`config.mk`:
```
export PLATFORM = sky130hd
export DESIGN_NAME = muldiv_unit
export DESIGN_NICKNAME = d
export VERILOG_FILES = /design/src/rtl/muldiv_unit.sv
export SDC_FILE = /design/constraint.sdc
export NUM_CORES = 1
export LEC_CHECK = 0
export ABC_AREA = 1
export CORE_ASPECT_RATIO = 1.75
export CORE_MARGIN = 2
export CORE_UTILIZATION = 27
export DETAILED_ROUTE_END_ITERATION = 16
export PLACE_DENSITY = 0.56
export SETUP_SLACK_MARGIN = 0.15
export SLEW_MARGIN = 40
export SYNTH_ARGS = -nofsm -noshare
export SYNTH_HDL_FRONTEND = slang
export SYNTH_SLANG_ARGS = --single-unit
```
`constraint.sdc`:
```
create_clock -name clk -period 2.73 [get_ports clk]
set_input_delay 0.819 -clock clk [delete_from_list [all_inputs] [get_ports clk]]
set_output_delay 0.819 -clock clk [all_outputs]
set_load 0.01 [all_outputs]
```
`src/rtl/muldiv_unit.sv`:
```
// Iterative RV32M multiply/divide unit: one radix-2 step per cycle.
// Valid/ready request and held result, with flush to kill an in-flight op.
module muldiv_unit #(
    parameter int XLEN = 32
) (
    input  logic            clk,
    input  logic            rst,
    input  logic            flush,
    input  logic            in_valid,
    output logic            in_ready,
    input  logic [2:0]      op,
    input  logic [XLEN-1:0] a,
    input  logic [XLEN-1:0] b,
    output logic            out_valid,
    input  logic            out_ready,
    output logic [XLEN-1:0] result,
    output logic            busy
);

    typedef enum logic [1:0] {IDLE, CALC, FIX, DONE} state_t;

    localparam int CW = $clog2(XLEN);
    localparam logic [CW-1:0] LAST = CW'(XLEN - 1);
    localparam logic [CW-1:0] ONE = CW'(1);
    localparam logic [XLEN-1:0] MIN = {1'b1, {(XLEN-1){1'b0}}};
    localparam logic [XLEN-1:0] ONES = '1;

    state_t state, state_nx;

    logic [CW-1:0]     cnt;
    logic [2:0]        op_q;
    logic              a_neg_q, b_neg_q;
    logic [XLEN-1:0]   mb_q;
    logic [2*XLEN-1:0] acc;

    logic              a_sgn, b_sgn, a_neg, b_neg;
    logic [XLEN-1:0]   a_mag, b_mag;
    logic              b_zero, ovf, special, accept;
    logic [XLEN-1:0]   special_res;

    logic [XLEN:0]     msum, shl;
    logic              ge;
    logic [XLEN-1:0]   rsub, quo, rem, fix_res;
    logic [2*XLEN-1:0] step, prod;

    always_comb begin
        a_sgn = op[2] ? ~op[0] : (op[1:0] != 2'b11);
        b_sgn = op[2] ? ~op[0] : ~op[1];
        a_neg = a_sgn & a[XLEN-1];
        b_neg = b_sgn & b[XLEN-1];
        a_mag = a_neg ? -a : a;
        b_mag = b_neg ? -b : b;
        b_zero = (b == '0);
        ovf = ~op[0] & (a == MIN) & (b == ONES);
        special = op[2] & (b_zero | ovf);
        unique case (1'b1)
            b_zero & ~op[1]:  special_res = ONES;
            b_zero & op[1]:   special_res = a;
            ~b_zero & op[1]:  special_res = '0;
            default:          special_res = MIN;
        endcase
    end

    assign accept = in_valid & in_ready & ~flush;

    // acc doubles as the product register or as {remainder, quotient}
    always_comb begin
        msum = {1'b0, acc[2*XLEN-1:XLEN]} + (acc[0] ? {1'b0, mb_q} : '0);
        shl = {acc[2*XLEN-1:XLEN], acc[XLEN-1]};
        ge = (shl >= {1'b0, mb_q});
        rsub = shl[XLEN-1:0] - mb_q;
        if (op_q[2])
            step = {(ge ? rsub : shl[XLEN-1:0]), acc[XLEN-2:0], ge};
        else
            step = {msum, acc[XLEN-1:1]};
        prod = (a_neg_q ^ b_neg_q) ? -acc : acc;
        quo = acc[XLEN-1:0];
        rem = acc[2*XLEN-1:XLEN];
        unique case (1'b1)
            ~op_q[2] & (op_q[1:0] == 2'b00): fix_res = prod[XLEN-1:0];
            ~op_q[2] & (op_q[1:0] != 2'b00): fix_res = prod[2*XLEN-1:XLEN];
            op_q[2] & ~op_q[1]: fix_res = (a_neg_q ^ b_neg_q) ? -quo : quo;
            default:            fix_res = a_neg_q ? -rem : rem;
        endcase
    end

    always_ff @(posedge clk) begin
        if (rst)
            state <= IDLE;
        else
            state <= state_nx;
    end

    always_comb begin
        state_nx = state;
        if (flush) begin
            state_nx = IDLE;
        end else begin
            unique case (state)
                IDLE: if (accept) state_nx = special ? DONE : CALC;
                CALC: if (cnt == LAST) state_nx = FIX;
                FIX:  state_nx = DONE;
                DONE: if (out_ready) state_nx = IDLE;
                default: state_nx = IDLE;
            endcase
        end
    end

    always_comb begin
        in_ready = (state == IDLE);
        busy = (state != IDLE);
        out_valid = (state == DONE);
    end

    always_ff @(posedge clk) begin
        if (rst) begin
            cnt <= '0;
            op_q <= '0;
            a_neg_q <= 1'b0;
            b_neg_q <= 1'b0;
            mb_q <= '0;
            acc <= '0;
            result <= '0;
        end else if (flush) begin
            cnt <= '0;
            result <= '0;
        end else begin
            unique case (state)
                IDLE: begin
                    if (accept) begin
                        op_q <= op;
                        a_neg_q <= a_neg;
                        b_neg_q <= b_neg;
                        mb_q <= b_mag;
                        acc <= {{XLEN{1'b0}}, a_mag};
                        cnt <= '0;
                        if (special) result <= special_res;
                    end
                end
                CALC: begin
                    acc <= step;
                    cnt <= cnt + ONE;
                end
                FIX: result <= fix_res;
                default: ;
            endcase
        end
    end

endmodule

```
### Yosys cells after proc, flatten, opt, wreduce, memory -nomap -nowiden

Cells that the tools add are included.

| storage, ports and cells | value |
|---|---|
| flip-flop bits (word level) | 140 |
| bits in latches | 0 |
| bits in writable memories | 0 |
| memory bits (read-only) | 0 |
| input bits | 72 |
| output and inout bits | 35 |
| word-level logic and storage cells | 86 |
| memories kept | 0 |

| operators by class | value |
|---|---|
| $add $sub $neg | 8 |
| multipliers | 0 |
| divide/modulo/power cells | 0 |
| $lt $le $gt $ge | 1 |
| equal/unequal tests | 11 |
| shift operators | 0 |
| muxes and demuxes | 24 |
| bitwise logic cells | 21 |
| reduce and logical (&&, ||, !) cells | 13 |

Operators with widths:

| operator | count |
|---|---|
| $mux 32 | 8 |
| $mux 64 | 3 |
| $pmux 32 s3 | 2 |
| $neg 32->32 | 4 |
| $pmux 64 s2 | 1 |
| $eq 32x32->1 const B | 2 |
| $neg 64->64 | 1 |
| $pmux 32 s2 | 1 |
| $add 32x32->33 | 1 |
| $ge 33x32->1 | 1 |
| $logic_not 32->1 | 1 |
| $sub 32x32->32 | 1 |
| $and 1x1->1 | 13 |
| $reduce_and 3->1 | 4 |
| $pmux 5 s2 | 1 |
| $mux 2 | 4 |
| $pmux 2 s4 | 1 |
| $reduce_bool 2->1 | 4 |
| $ne 2x1->1 const B | 3 |
| $not 1->1 | 6 |
| $add 5x1->5 const B | 1 |
| $eq 5x5->1 const B | 1 |
| $mux 5 | 1 |
| $eq 2x2->1 const B | 2 |
| 8 further kinds | 11 |

### Logic depth before layout (Yosys ltp)

| logic depth | value |
|---|---|
| word-level depth | 8 |
| depth in mapped cells | 20 |
| mapped depth without buffers | 18 |

### Worst setup path after synthesis

OpenSTA, ideal clock, no wires.

| timing path | value |
|---|---|
| path kind | register to register |
| from | register acc[0] |
| to | register acc[53] |
| setup time | 0.132 ns |
| data arrival time | 2.509 ns |
| setup slack | 0.089 ns |
| stages on the path, launching flop included | 20 |
| cell sequence | dfxtp_1 clkbuf_1 clkbuf_1 nand2_1 inv_1 ha_1 inv_1 fa_1 o21ai_0 nand2_1 nand2_1 nand2_1 nand2_1 nand2_1 nand3_1 nand3_1 nand2_1 inv_1 nand2_1 a21oi_1 |

| on the way | value |
|---|---|
| longest elaborated chain between the ends | 4 |

RTL lines:

| what | line | text |
|---|---|---|
| start, declared | 34 | `logic [2*XLEN-1:0] acc;` |
| start signal, assigned | 135 | `acc <= {{XLEN{1'b0}}, a_mag};` |
| start signal, assigned | 141 | `acc <= step;` |
| $mux 32 | 68 | `msum = {1'b0, acc[2*XLEN-1:XLEN]} + (acc[0] ? {1'b0, mb_q} : '0);` |
| $add 32x32->33 | 68 |  |
| $mux 64 | 72 | `if (op_q[2])` |
| $pmux 64 s2 | 128 | `unique case (state)` |

No other way between the ends.
A chain may end at the register's enable or synchronous reset.

### Worst setup path in the final report

| timing path | value |
|---|---|
| from | register acc[0] |
| to | register result[6] |

| on the way | value |
|---|---|
| longest elaborated chain between the ends | 4 |

RTL lines:

| what | line | text |
|---|---|---|
| $neg 64->64 or $neg 32->32 (tied branches) | 76, 82 |  |
| $mux 64 or $mux 32 (tied branches) | 76, 82 |  |
| $pmux 32 s3 * | 79 | `unique case (1'b1)` |
| $pmux 32 s2 * | 128 |  |
| end signal, assigned | 137 | `if (special) result <= special_res;` |
| end signal, assigned | 144 | `FIX: result <= fix_res;` |
| end, declared | 16 | `output logic [XLEN-1:0] result,` |

Mark *: on every way between the ends. The rest lies on a longest branch, timed or not.

==> reports/qor.txt <==
Overall routing resource usage = 28.14%
Die ar. = 64,280 um^2
Worst Setup Start Kind = flip-flop
Final core occ = 38.37%
Kind of end point of the critical path = flip-flop
Final setup viols = 0
Critical path arrival = 2.98 ns
CTS Hold Bufs = 0
Initial core utilization = 27.12%
Sequential Power Share = 28.7%
Top cell type's share of synthesized area = 18.38%
Final Cycle Share = 95.76%
CTS sink count = 140
Power share of the clock group = 31.4%
RSZ-0062 raised after global routing = true
Num rows = 121
Fin nets = 3,663
EDFF count, synth = 0
Post-Syn Area = 16,790 um^2
Via count = 22,640
Sw Share = 41.35%
Worst slew margin = 48.12%
Warnings from Yosys = 0
Post-synth net total = 3,242
Outcome = complete, no violations
Worst-path fanout max = 7
Largest net degree at the start of global routing = 57
Synth area leader = nand2_1
Initial antenna violation count = 0
Reg clk slew, reported paths = 0.07 ns
Crit path largest cell delay = 0.34 ns
Synth Flop Type = dfxtp_1
Root buf cell = clkbuf_16
Delay-heaviest family, CP = simple AND/OR/NAND/NOR gates
Top cells by area, synth = nand2_1 18%, dfxtp_1 17%, nand3_1 8.8%
Total of fill cells in the finished design = 6,816
Iteration-0 DRC Markers = 1,471
Register bit total from synthesis = 140
Dpl cell area = 21,360 um^2
First-pass GRT wire length = 132.4 mm
Share of post-route cells with drive strength above 1 = 23.28%
Static Leak = 11.15 nW
WL per Instance = 21.17 um
Switch Pwr = 3.169 mW
Min-Delay Path Class = flip-flop to flip-flop
TritonRoute pass-1 iters = 7
Synth-to-Final Area Change = 41.49%
Core area = 61,920 um^2
Slew Limit Fails = 0
Post-route DRC = 0
Crit-path slowest cell = nand2_1
Maximum VDD drop = 0.0005115 V
Worst slew pin tran = 0.7773 ns
Detailed placement HPWL = 72.60 mm
Clock buffer depth = 2
Worst Setup Path Type = flip-flop to flip-flop
Mapped Avg Cell Area = 5.429 um^2
Cell mode on critical path = nor2_1
Fmax = 0.3825 GHz
Max H-tree Level = 4
Combinational share of power = 39.9%
Final Hold Viols = 0
Clk_lat worst skew = 0.49 ns
Die span in x = 192.5 um
Num CTS Buffers = 17
Distinct cells, synth = 56
Crit path cell chain = buf_8 -> buf_4 -> inv_4 -> ha_4 -> nand3_4 -> nor2_1 -> nand2_1 -> nor2_1 -> a21oi_1 -> nor2_1 -> nor2_1 -> nand2_1 -> a21oi_1 -> nor2_2 -> a21oi_1
Die height = 333.9 um
Crit path time final = 2.614 ns
Worst Path Buf+Inv = 3
Cells after Synth = 3,093
Reported max-cap violation count = 0
Worst EP required = 3.09 ns
Async set-reset flop share out of synthesis = 0%
Vias in the first global route = 21,740
Sequential fraction of the synthesis area = 16.69%
Grt total ovfl = 0
GPL Wtd Cong = 1.014
I/O Buffers = 106
PwrDens = 322.6 nW/um^2
# IOs = 107
Final ANT Viol Nets = 0
Hold Slack = 0.4637 ns
Drt total wl = 91.57 mm
Via density = 5.234
Clk_skew = 0.01012 ns
P_int = 4.495 mW
Post-layout instance area = 23,760 um^2
TritonCTS clock tree = done
## per-layer routing
metal	global-route usage, %	part of all wire, %	routed length (um)	up-vias
li1	-	-	-	11000
met5	0	0	0	-
met4	26.96	12	10720	0
met3	3.988	5.0	4595	373
met2	49.94	50	45520	865
met1	27.39	34	30730	10400
## worst reg2reg max path, stage by stage, from the launching register on
cell and delay, ns:
dfxtp_2 0.33, buf_8 0.14, buf_4 0.14, inv_4 0.08, ha_4 0.16, nand3_4 0.10
nor2_1 0.14, nand2_1 0.34, nor2_1 0.27, a21oi_1 0.14, nor2_1 0.12, nor2_1 0.05
nand2_1 0.07, a21oi_1 0.09, nor2_2 0.22, a21oi_1 0.09
## sequential cells by signal (all words and copies together), names as in the netlist
signal / flops
acc: 64
mb_q: 32
result: 32
cnt: 5
op_q: 3
state: 2
a_neg_q: 1
b_neg_q: 1
## kinds of logic (layout without fill, tap and decap cells)
group / after synthesis / count (layout) / share of synthesized area, %
other cells: 0 / 1 / 0
simple gates: 1669 / 1670 / 42.44
buf+inv: 514 / 946 / 12.08
xor+xnor: 40 / 40 / 2.086
compound gates: 653 / 653 / 20.88
flops: 140 / 140 / 16.69
fa+ha+maj: 77 / 77 / 5.827
## placed cells by master (no fill, tap or decap), types with 64 or more instances in the layout
cell             netlist  layout
nand2_1              822     760
nand2_2                9      64
inv_1                384     359
o21ai_0              266     245
clkdlybuf4s50_1        0      85
dfxtp_1              140     117
a21oi_1              278     243
nand3_1              296     272
nor2_1               382     326
buf_4                 10     382
## repair_timing
action | CTS | global route
setup endpoints to repair | 58 | 87
pin swaps | 4 | 68
buffers inserted | 4 | 20
hold endpoints to repair | 0 | 0
gates resized for setup | 76 | 346
cloned | 1 | 4
## layout make-up
type                    count  area [um^2]  share of cell area, %
diodes                      1        2.502                0.01053
clock buffers              17        425.4                  1.791
clock inverters            14        147.6                 0.6214
inverters                 395         1499                  6.309
multi-input cells        2440        13330                  56.09
flip-flops and latches    140         2831                  11.92
well taps                 799        999.7                  4.208
repair buffers            520         4526                  19.05
## path summary, 6_finish.rpt
kind / start / endpoint / slack (ns) / depth (start not counted)
worst max-delay path: acc[0] / result[6] / 0.12 / 15
worst min-delay path: result[25] / result[25] / 0.46 / 2
worst max register to register: acc[0] / result[6] / 0.12 / 15
worst min register to register: result[25] / result[25] / 0.46 / 2
## synth_stat cells, types with 3 or more instances
cell type,number
a211oi_1,3
a21boi_0,4
a21o_1,8
a21oi_1,278
a221oi_1,4
a31oi_1,23
buf_1,14
buf_2,19
buf_4,10
buf_6,5
clkbuf_1,71
dfxtp_1,140
ha_1,75
inv_1,384
inv_2,11
nand2_1,822
nand2_2,9
nand3_1,296
nand3_2,4
nand3b_1,10
nand4_1,54
nor2_1,382
nor2_2,19
nor2_4,5
nor3_1,36
nor3_2,3
nor4_1,7
o211ai_1,20
o21a_1,9
o21ai_0,266
o21ai_1,15
o21ai_2,3
o21bai_1,5
o221ai_1,5
or2_2,12
xnor2_1,3
xor2_1,37
## per-stage QoR
stage                     power (mW)  setup TNS [ns]  setup WS [ns]  cells
after CTS                      7.435               0        0.09903   4301
after floorplan                3.740               0         0.1748   3093
after global routing           8.024               0        0.01402   4325
after global placement         5.040          -22.22        -0.4322   4265
after detailed placement       5.039          -24.55        -0.4963   4265
final                          7.664               0         0.1158   4326
## power groups by stage
stage	logic, mW	clock network [mW]	registers (mW)
6_report	3.06	2.41	2.20
5_1_grt	3.31	2.51	2.20
4_1_cts	2.83	2.41	2.19
3_5_place_dp	2.80	0	2.24
3_3_place_gp	2.80	0	2.24
2_1_floorplan	1.53	0	2.21
No activity file was read; power rests on OpenSTA's default activity.
